**src/rtl/vend_fsm.sv**
```systemverilog
`default_nettype none
// ============================================================================
// Module   : vend_fsm
// Purpose  : Purchase controller for the vending machine. Accumulates coin
//            pulses into a credit total, then resolves purchase, cancel or
//            inactivity timeout. Drives dispense/refund levels, the change
//            amount, a one-cycle buy_ok pulse (buzzer start-beep) and a
//            ready status (buzzer status input).
// Ports    : clk        - system clock (50 MHz)
//            rst_n      - asynchronous active-low reset
//            coin_half  - 1-cycle pulse, 0.5 yuan inserted
//            coin_one   - 1-cycle pulse, 1 yuan inserted
//            cancel     - 1-cycle pulse, user cancel request
//            credit     - accumulated credit, half-yuan units
//            change     - change/refund amount, valid with dispense/refund
//            dispense   - high for the whole DISPENSE state
//            refund     - high for the whole REFUND state
//            buy_ok     - 1-cycle pulse on purchase
//            ready      - high in IDLE only
// Revision : 1.0 - initial release
// ============================================================================
module vend_fsm #(
  parameter int unsigned PRICE       = 5,
  parameter logic [27:0] TIMEOUT_CYC = 28'd250_000_000,
  parameter logic [24:0] HOLD_CYC    = 25'd25_000_000
) (
  input  logic       clk,
  input  logic       rst_n,
  input  logic       coin_half,
  input  logic       coin_one,
  input  logic       cancel,
  output logic [4:0] credit,
  output logic [4:0] change,
  output logic       dispense,
  output logic       refund,
  output logic       buy_ok,
  output logic       ready
);

  localparam logic [1:0] c_IDLE     = 2'd0;
  localparam logic [1:0] c_COLLECT  = 2'd1;
  localparam logic [1:0] c_DISPENSE = 2'd2;
  localparam logic [1:0] c_REFUND   = 2'd3;

  localparam logic [5:0]  c_PRICE    = 6'(PRICE);
  localparam logic [27:0] c_TMO_LAST = TIMEOUT_CYC - 28'd1;
  localparam logic [24:0] c_HLD_LAST = HOLD_CYC - 25'd1;

  // State and registered outputs
  logic [1:0]  r_state;
  logic [27:0] r_tcnt;
  logic [24:0] r_hcnt;
  logic [4:0]  r_credit;
  logic [4:0]  r_change;
  logic        r_dispense;
  logic        r_refund;
  logic        r_buy_ok;
  logic        r_ready;

  // Next-state values
  logic [1:0]  w_state_nxt;
  logic [27:0] w_tcnt_nxt;
  logic [24:0] w_hcnt_nxt;
  logic [4:0]  w_credit_nxt;
  logic [4:0]  w_change_nxt;
  logic        w_dispense_nxt;
  logic        w_refund_nxt;
  logic        w_buy_ok_nxt;
  logic        w_ready_nxt;

  // Coin arithmetic and event decode
  logic [5:0] w_add;
  logic [5:0] w_sum;
  logic       w_in_idle;
  logic       w_in_collect;
  logic       w_in_hold;
  logic       w_coin;
  logic       w_cancel_ev;
  logic       w_buy_ev;
  logic       w_coin_ev;
  logic       w_tmo_ev;
  logic       w_hold_done;

  // Both coin pulses in one cycle add up to 3 half-yuan units.
  assign w_add = {5'd0, coin_half} + {4'd0, coin_one, 1'b0};
  assign w_sum = {1'b0, r_credit} + w_add;

  assign w_in_idle    = (r_state == c_IDLE);
  assign w_in_collect = (r_state == c_COLLECT);
  assign w_in_hold    = (r_state == c_DISPENSE) || (r_state == c_REFUND);
  assign w_coin       = (w_add != 6'd0);

  // COLLECT priority: cancel > purchase > coin > timeout.
  assign w_cancel_ev = w_in_collect && cancel;
  assign w_buy_ev    = (w_in_idle && (w_add >= c_PRICE)) ||
                       (w_in_collect && !cancel && (w_sum >= c_PRICE));
  assign w_coin_ev   = w_coin && !w_buy_ev && (w_in_idle || (w_in_collect && !cancel));
  assign w_tmo_ev    = w_in_collect && !cancel && !w_coin && (r_tcnt == c_TMO_LAST);
  assign w_hold_done = w_in_hold && (r_hcnt == c_HLD_LAST);

  // --------------------------------------------------------------------------
  // State register (also holds counters and the registered outputs)
  // --------------------------------------------------------------------------
  always_ff @(posedge clk or negedge rst_n) begin
    if (!rst_n) begin
      r_state    <= c_IDLE;
      r_tcnt     <= 28'd0;
      r_hcnt     <= 25'd0;
      r_credit   <= 5'd0;
      r_change   <= 5'd0;
      r_dispense <= 1'b0;
      r_refund   <= 1'b0;
      r_buy_ok   <= 1'b0;
      r_ready    <= 1'b1;
    end else begin
      r_state    <= w_state_nxt;
      r_tcnt     <= w_tcnt_nxt;
      r_hcnt     <= w_hcnt_nxt;
      r_credit   <= w_credit_nxt;
      r_change   <= w_change_nxt;
      r_dispense <= w_dispense_nxt;
      r_refund   <= w_refund_nxt;
      r_buy_ok   <= w_buy_ok_nxt;
      r_ready    <= w_ready_nxt;
    end
  end

  // --------------------------------------------------------------------------
  // Next-state and counter logic
  // --------------------------------------------------------------------------
  always_comb begin
    w_state_nxt = r_state;
    w_tcnt_nxt  = r_tcnt;
    w_hcnt_nxt  = r_hcnt;
    case (r_state)
      c_IDLE: begin
        if (w_buy_ev) begin
          w_state_nxt = c_DISPENSE;
          w_hcnt_nxt  = 25'd0;
        end else if (w_coin_ev) begin
          w_state_nxt = c_COLLECT;
          w_tcnt_nxt  = 28'd0;
        end
      end
      c_COLLECT: begin
        if (w_cancel_ev || w_tmo_ev) begin
          w_state_nxt = c_REFUND;
          w_hcnt_nxt  = 25'd0;
        end else if (w_buy_ev) begin
          w_state_nxt = c_DISPENSE;
          w_hcnt_nxt  = 25'd0;
        end else if (w_coin_ev) begin
          w_tcnt_nxt  = 28'd0;
        end else begin
          w_tcnt_nxt  = r_tcnt + 28'd1;
        end
      end
      default: begin
        // DISPENSE / REFUND: coins and cancel are ignored while holding.
        if (w_hold_done) begin
          w_state_nxt = c_IDLE;
          w_hcnt_nxt  = 25'd0;
        end else begin
          w_hcnt_nxt  = r_hcnt + 25'd1;
        end
      end
    endcase
  end

  // --------------------------------------------------------------------------
  // Output logic (values registered on the next edge)
  // --------------------------------------------------------------------------
  always_comb begin
    w_credit_nxt = r_credit;
    w_change_nxt = r_change;
    w_buy_ok_nxt = w_buy_ev;
    if (w_cancel_ev) begin
      // A coin landing together with cancel is returned as well.
      w_change_nxt = w_sum[4:0];
      w_credit_nxt = 5'd0;
    end else if (w_buy_ev) begin
      w_change_nxt = 5'(w_sum - c_PRICE);
      w_credit_nxt = 5'd0;
    end else if (w_coin_ev) begin
      w_credit_nxt = w_sum[4:0];
    end else if (w_tmo_ev) begin
      w_change_nxt = r_credit;
      w_credit_nxt = 5'd0;
    end else if (w_hold_done) begin
      w_change_nxt = 5'd0;
    end
    w_dispense_nxt = (w_state_nxt == c_DISPENSE);
    w_refund_nxt   = (w_state_nxt == c_REFUND);
    w_ready_nxt    = (w_state_nxt == c_IDLE);
  end

  assign credit   = r_credit;
  assign change   = r_change;
  assign dispense = r_dispense;
  assign refund   = r_refund;
  assign buy_ok   = r_buy_ok;
  assign ready    = r_ready;

endmodule
`default_nettype wire

```
**config.mk**
```make
export PLATFORM = sky130hd
export DESIGN_NAME = vend_fsm
export DESIGN_NICKNAME = d
export VERILOG_FILES = /design/src/rtl/vend_fsm.sv
export SDC_FILE = /design/constraint.sdc
export NUM_CORES = 1
export LEC_CHECK = 0
export BUFFER_PORTS_ARGS = -buffer_cell sky130_fd_sc_hd__clkbuf_2
export CORE_ASPECT_RATIO = 1.25
export CORE_MARGIN = 3
export CORE_UTILIZATION = 45
export DETAILED_ROUTE_END_ITERATION = 10
export HOLD_SLACK_MARGIN = 0.02
export SLEW_MARGIN = 20
export SYNTH_ARGS = -nofsm -noshare
export SYNTH_HDL_FRONTEND = slang
export SYNTH_SLANG_ARGS = --single-unit
```
**constraint.sdc**
```tcl
create_clock -name clk -period 2.69 [get_ports clk]
set_clock_uncertainty 0.1 [all_clocks]
set_input_delay 0.269 -clock clk [delete_from_list [all_inputs] [get_ports clk]]
set_output_delay 0.269 -clock clk [all_outputs]
set_load 0.005 [all_outputs]
```
After elaboration in Yosys (flattened, before gate mapping). Cells that the tools add are included.

Register bits: 69. Bits in latches: 0. RAM bits: 0. Bits in read-only memories: 0. Output and inout bits: 14. Logic and storage cells: 77. Memories kept: 0.

Add/subtract/negate cells: 5. Multipliers: 0. Div/mod/pow operators: 0. $lt $le $gt $ge: 2. Eq/ne operators: 12. Shift operators: 0. Multiplexer cells: 25. Bitwise logic cells: 0. Reductions and logical operators: 24.

Operator list (count): 28-bit 2-to-1 mux (5); 25-bit 2-to-1 mux (3); 28-bit one-hot mux with 2 select lines (1); 25-bit one-hot mux with 2 select lines (1); 5-bit 2-to-1 mux (9); 28-bit by 1-bit adder with 28-bit output, second input constant (1); 28-bit equality test, second input constant (1); 25-bit by 1-bit adder with 25-bit output, second input constant (1); 25-bit equality test, second input constant (1); 2-bit 2-to-1 mux (5); 1-bit logical AND (9); 2-bit equality test, second input constant (4); 4-bit nonzero test (2); 5-bit by 3-bit adder with 6-bit output (1); 6-bit by 3-bit >= comparator with 1-bit output, second input constant (1); 2-bit != test, second input constant (3); 6-bit nonzero test (1); 5-bit AND reduction (1); 5-bit by 3-bit subtractor with 5-bit output, second input constant (1); 2-bit zero test (2); 1-bit logical OR (4); 2-bit one-hot mux with 2 select lines (1); 1-bit by 2-bit adder with 3-bit output (1); 3-bit >= comparator, second input constant (1); other kinds (6) (8).

Longest topological paths before layout.
Word-level depth: 12. Gate-level depth with buffers: 12. Mapped depth without buffers: 11.

Least setup slack after synthesis. OpenSTA, ideal clock, no wires.

Path kind: reg2reg. Start: register r_credit[0] (netlist: credit[0]). End: register r_tcnt[9]. Setup time: 0.121 ns. Data arrival time: 2.573 ns. Required time: 2.469 ns. Path slack: -0.104 ns. Cell stages (with the launch flop): 11. Clock period less this slack: 2.794 ns. Cell sequence: dfrtp_1 > ha_1 > inv_1 > fa_1 > and3b_1 > and3_1 > o2111a_4 > o21ai_4 > or4_1 > xor2_1 > nor2_1.

Longest elaborated chain between the ends: 11.

Ends and longest elaborated chain: from (decl) (line 53) `logic [4:0] r_credit;`; from (signal assigned) (line 119) `r_credit <= w_credit_nxt;`; 5-bit by 3-bit adder with 6-bit output * (line 86) `assign w_sum = {1'b0, r_credit} + w_add;`; 6-bit by 3-bit >= comparator with 1-bit output * (line 96) `(w_in_collect && !cancel && (w_sum >= c_PRICE));`; 1-bit logical AND * (line 96); 1-bit logical OR * (line 95) `assign w_buy_ev = (w_in_idle && (w_add >= c_PRICE)) ||`; 1-bit zero test (line 97) `assign w_coin_ev = w_coin && !w_buy_ev && (w_in_idle || (w_in_collect && !cancel));`; 1-bit logical AND (2 in series) (line 97); 28-bit 2-to-1 mux (line 152) `end else if (w_coin_ev) begin`; 28-bit 2-to-1 mux (line 149) `end else if (w_buy_ev) begin`; 28-bit 2-to-1 mux (line 146) `if (w_cancel_ev || w_tmo_ev) begin`; 28-bit one-hot mux with 2 select lines (line 135) `case (r_state)`; to (signal assigned) (line 117) `r_tcnt <= w_tcnt_nxt;`; to (decl) (line 51) `logic [27:0] r_tcnt;`.

Mark *: on every way between the ends. The rest lies on a longest branch, timed or not. The select of a mux whose other input is x is not followed. A chain may end at the register's enable or synchronous reset.

Worst setup path in the final report. Same ends and word-level chain as after synthesis.

==> out/results.ini <==
[synthesis]
synth.area.mux_share_pct = 0.821
synth.area.top_cells = dfrtp_1, nor2_1, nand2_1, o21ai_1, xnor2_1
syn_avg_cell_area_sq_um = 8.82
synth-xor-area-share_pct = 5.31
syn_area_sq_um = 3960
ys_types = 61
synth.largest_area_cell = dfrtp_1
synth_flop_cell = dfrtp_1
yosysSeqAreaShare_pct = 43.6
async_reset_ff_share_pct = 100
synthAdderAreaFrac_pct = 2.40
ys_warn_count = 0
yosys.area_share.simple_pct = 27.5
synth-seq-cells = 69
synth_edf_count = 0
syn-num-nets = 461
synth_top_area_share_pct = 43.0
synth_compound_area_share_pct = 17.5
synth_top_family_by_area = simple AND/OR/NAND/NOR gates
syn_inst = 449

[critical_path]
worst-r2r-cell-count = 11
reg2reg_slack_ns = -0.08
cp.arrival_ns = 2.96
crit_type = reg2reg
worstPathRequired_ns = 2.88
reg2reg_from = credit[0]$_DFFE_PN0P_
endpoint_kind = flop
cp-start-kind = flop
r2r-end = r_tcnt[9]$_DFFE_PN0P_
crit_fanout = 5

[power_and_ir_drop]
p_per_area_nw_per_um2 = 397
p_leak_nw = 2.21
power_mw = 2.05
ir_drop_v = 0.000348

[layout]
multiInputGateArea_sq_um = 2350
ff_latch_area_sq_um = 1730
drive_above_1_share_pct = 27.1
fillerInstances = 688
final_core_util_pct = 61.5
area_growth_pct = 30.0
finalNetCount = 540
layout.cells.non_filler = 649
n_antenna_cell = 0

[placement]
gp_congestion = 0.901
port-buffer-count = 18
dp.final_hpwl_um = 6910
placed_cells = 617

[timing]
timing.hold.ws_ns = 0.250
tns_ns = -0.558
worst_slack_ns = -0.0827
hold_violations = 0
finalCriticalPeriod_ns = 2.77
report.final.slew_viol_count = 0
worst_pin_slew_ns = 0.509
min_period_over_period_pct = 103
max_freq_mhz = 361
relSlewSlack_pct = 66.0
setup_viol = 25
rsz0062_at_grt = yes

[clock_tree]
root_buffer = clkbuf_8
clock_latency_ns = 0.35
clockBufferDepth = 2
cts_made_buffers = 9
htree_levels = 3
clk_pin_slew_ns = 0.08
cts_tree = built
cts_num_sinks = 69

[route]
vias = 3737
first_pass_iters = 5
drt-wirelength-per-cell_um = 16.1
wl_um = 10500
routed_via_density = 5.76
drtAntennaViolNets = 0
drc_errors = 0
dr.first_iter.drc_count = 201

[global_route]
grt_pass1_wl_um = 17000
grt-ovfl-total = 0
grt_max_degree = 37
antenna_found_initial = 0
first_global_vias = 3525
grt_use_total_pct = 20.7

[floorplanning]
core-area_sq_um = 8380
start_util_pct = 47.3
die_x_um = 89.9
io-pin-count = 19
dieArea_sq_um = 9970
fp.dieH_um = 111
rows = 37

[hold_path]
min_to = refund$_DFF_PN0_
min-delay-start = cancel
min_path_cells = 3
hp-class = in2reg

[run_status]
outcome = finished with violations
violations = negative setup slack

[run]
maxCapViolCount = 0

[per-stage QoR]
step	area, sq um	setup WS, ns
2_1_floorplan	3980	-0.0653
3_3_place_gp	4510	-0.0913
3_5_place_dp	4510	-0.263
4_1_cts	4870	-0.0569
5_1_grt	5150	-0.182
6_report	5150	-0.0827
[synth_stat cells, types with 2 or more instances]
cell type and number:
dfrtp_1 68, nor2_1 56, nand2_1 55, o21ai_1 34, nand3_1 22, nor3_1 18, xnor2_1 17, inv_1 14
and3_1 13, a21oi_1 12, nand4_1 12, o21ai_0 10, o31ai_1 9, nor4_1 8, a21o_1 7, a22o_1 7
xor2_1 7, buf_2 6, ha_1 6, and2_1 5, nand2b_1 5, clkbuf_1 4, nand4bb_1 3, nor3_2 3
o211ai_1 3, or4_1 3, or4bb_1 3, a221o_1 2, buf_4 2, mux2_1 2, o21a_1 2, or3_1 2
[flip-flops by register name, summed over array words and instances (netlist names)]
signal	flops
buy_ok	1
refund	1
ready	1
credit	5
r_hcnt	25
r_state	2
r_tcnt	28
dispense	1
change	5
[per-layer routing]
| metal | wire, um | vias up | GRT usage, % |
|---|---|---|---|
| met5 | 0 | - | 0 |
| met4 | 179 | 0 | 9.50 |
| met3 | 455 | 19 | 3.46 |
| met2 | 5040 | 95 | 32.9 |
| met1 | 4790 | 1839 | 27.7 |
| li1 | - | 1784 | - |
[critical path: stages (launching register included)]
cell	delay [ns]
dfrtp_1	0.36
ha_2	0.20
inv_2	0.04
fa_2	0.61
ha_4	0.18
inv_4	0.05
nand2_4	0.06
o2111a_4	0.25
o21ai_4	0.09
or4_4	0.50
xor2_1	0.15
nor2_1	0.10
[cell families after synthesis]
group,after synthesis
mux,3
fa+ha+maj,7
xor+xnor,24
flops,69
simple gates,217
compound gates,103
buf+inv,26
[power by group]
part           internal [mW]  leakage (nW)  switching (mW)
registers               1.05         0.808          0.0164
clock network          0.474        0.0947           0.412
logic                 0.0350          1.30          0.0553
total                   1.56          2.21           0.484
[placed cells by master (no fill, tap or decap), types with 6 or more instances in the layout]
cell | netlist | routed
o31ai_1 | 9 | 8
a21o_1 | 7 | 7
clkbuf_8 | 0 | 11
nand4_1 | 12 | 12
and3_1 | 13 | 11
nor3_1 | 18 | 15
inv_1 | 14 | 12
clkbuf_2 | 0 | 17
nor2_1 | 56 | 54
o21ai_2 | 0 | 10
nor4_1 | 8 | 6
buf_6 | 0 | 14
xor2_1 | 7 | 7
nand3_1 | 22 | 22
buf_4 | 2 | 42
o21ai_1 | 34 | 25
o21ai_0 | 10 | 9
nand2_1 | 55 | 53
dfrtp_1 | 68 | 68
a21oi_1 | 12 | 10
xnor2_1 | 17 | 16
a22o_1 | 7 | 7
[worst max-delay path by stage]
stage                           from  slack (ns)  cells after the start                endpoint
2_1_floorplan  credit[0]$_DFFE_PN0P_       -0.07                     11   r_tcnt[9]$_DFFE_PN0P_
3_3_place_gp               coin_half       -0.09                     11  r_tcnt[18]$_DFFE_PN0P_
3_5_place_dp               coin_half       -0.26                     11  r_tcnt[18]$_DFFE_PN0P_
4_1_cts        credit[0]$_DFFE_PN0P_       -0.06                     11   r_tcnt[9]$_DFFE_PN0P_
5_1_grt        credit[0]$_DFFE_PN0P_       -0.18                     12   credit[4]$_DFFE_PN0P_
6_report       credit[0]$_DFFE_PN0P_       -0.08                     11   r_tcnt[9]$_DFFE_PN0P_
[final cells by class]
class,count,share of cell area [%]
Clock buffer,12,3.01
Clock inverter,3,0.875
Inverter,14,1.07
Multi-Input combinational cell,354,45.7
Sequential cell,69,33.6
Tap cell,117,2.84
Timing Repair Buffer,80,13.0
[repair_timing]
action	CTS	global route
hold buffers	1	0
gates resized for setup	19	45
gates cloned	0	1
setup endpoints to repair	58	46
pin swaps	11	25
setup buffers	8	7
hold endpoints to repair	13	0
Power figures use the tool's default switching activity.
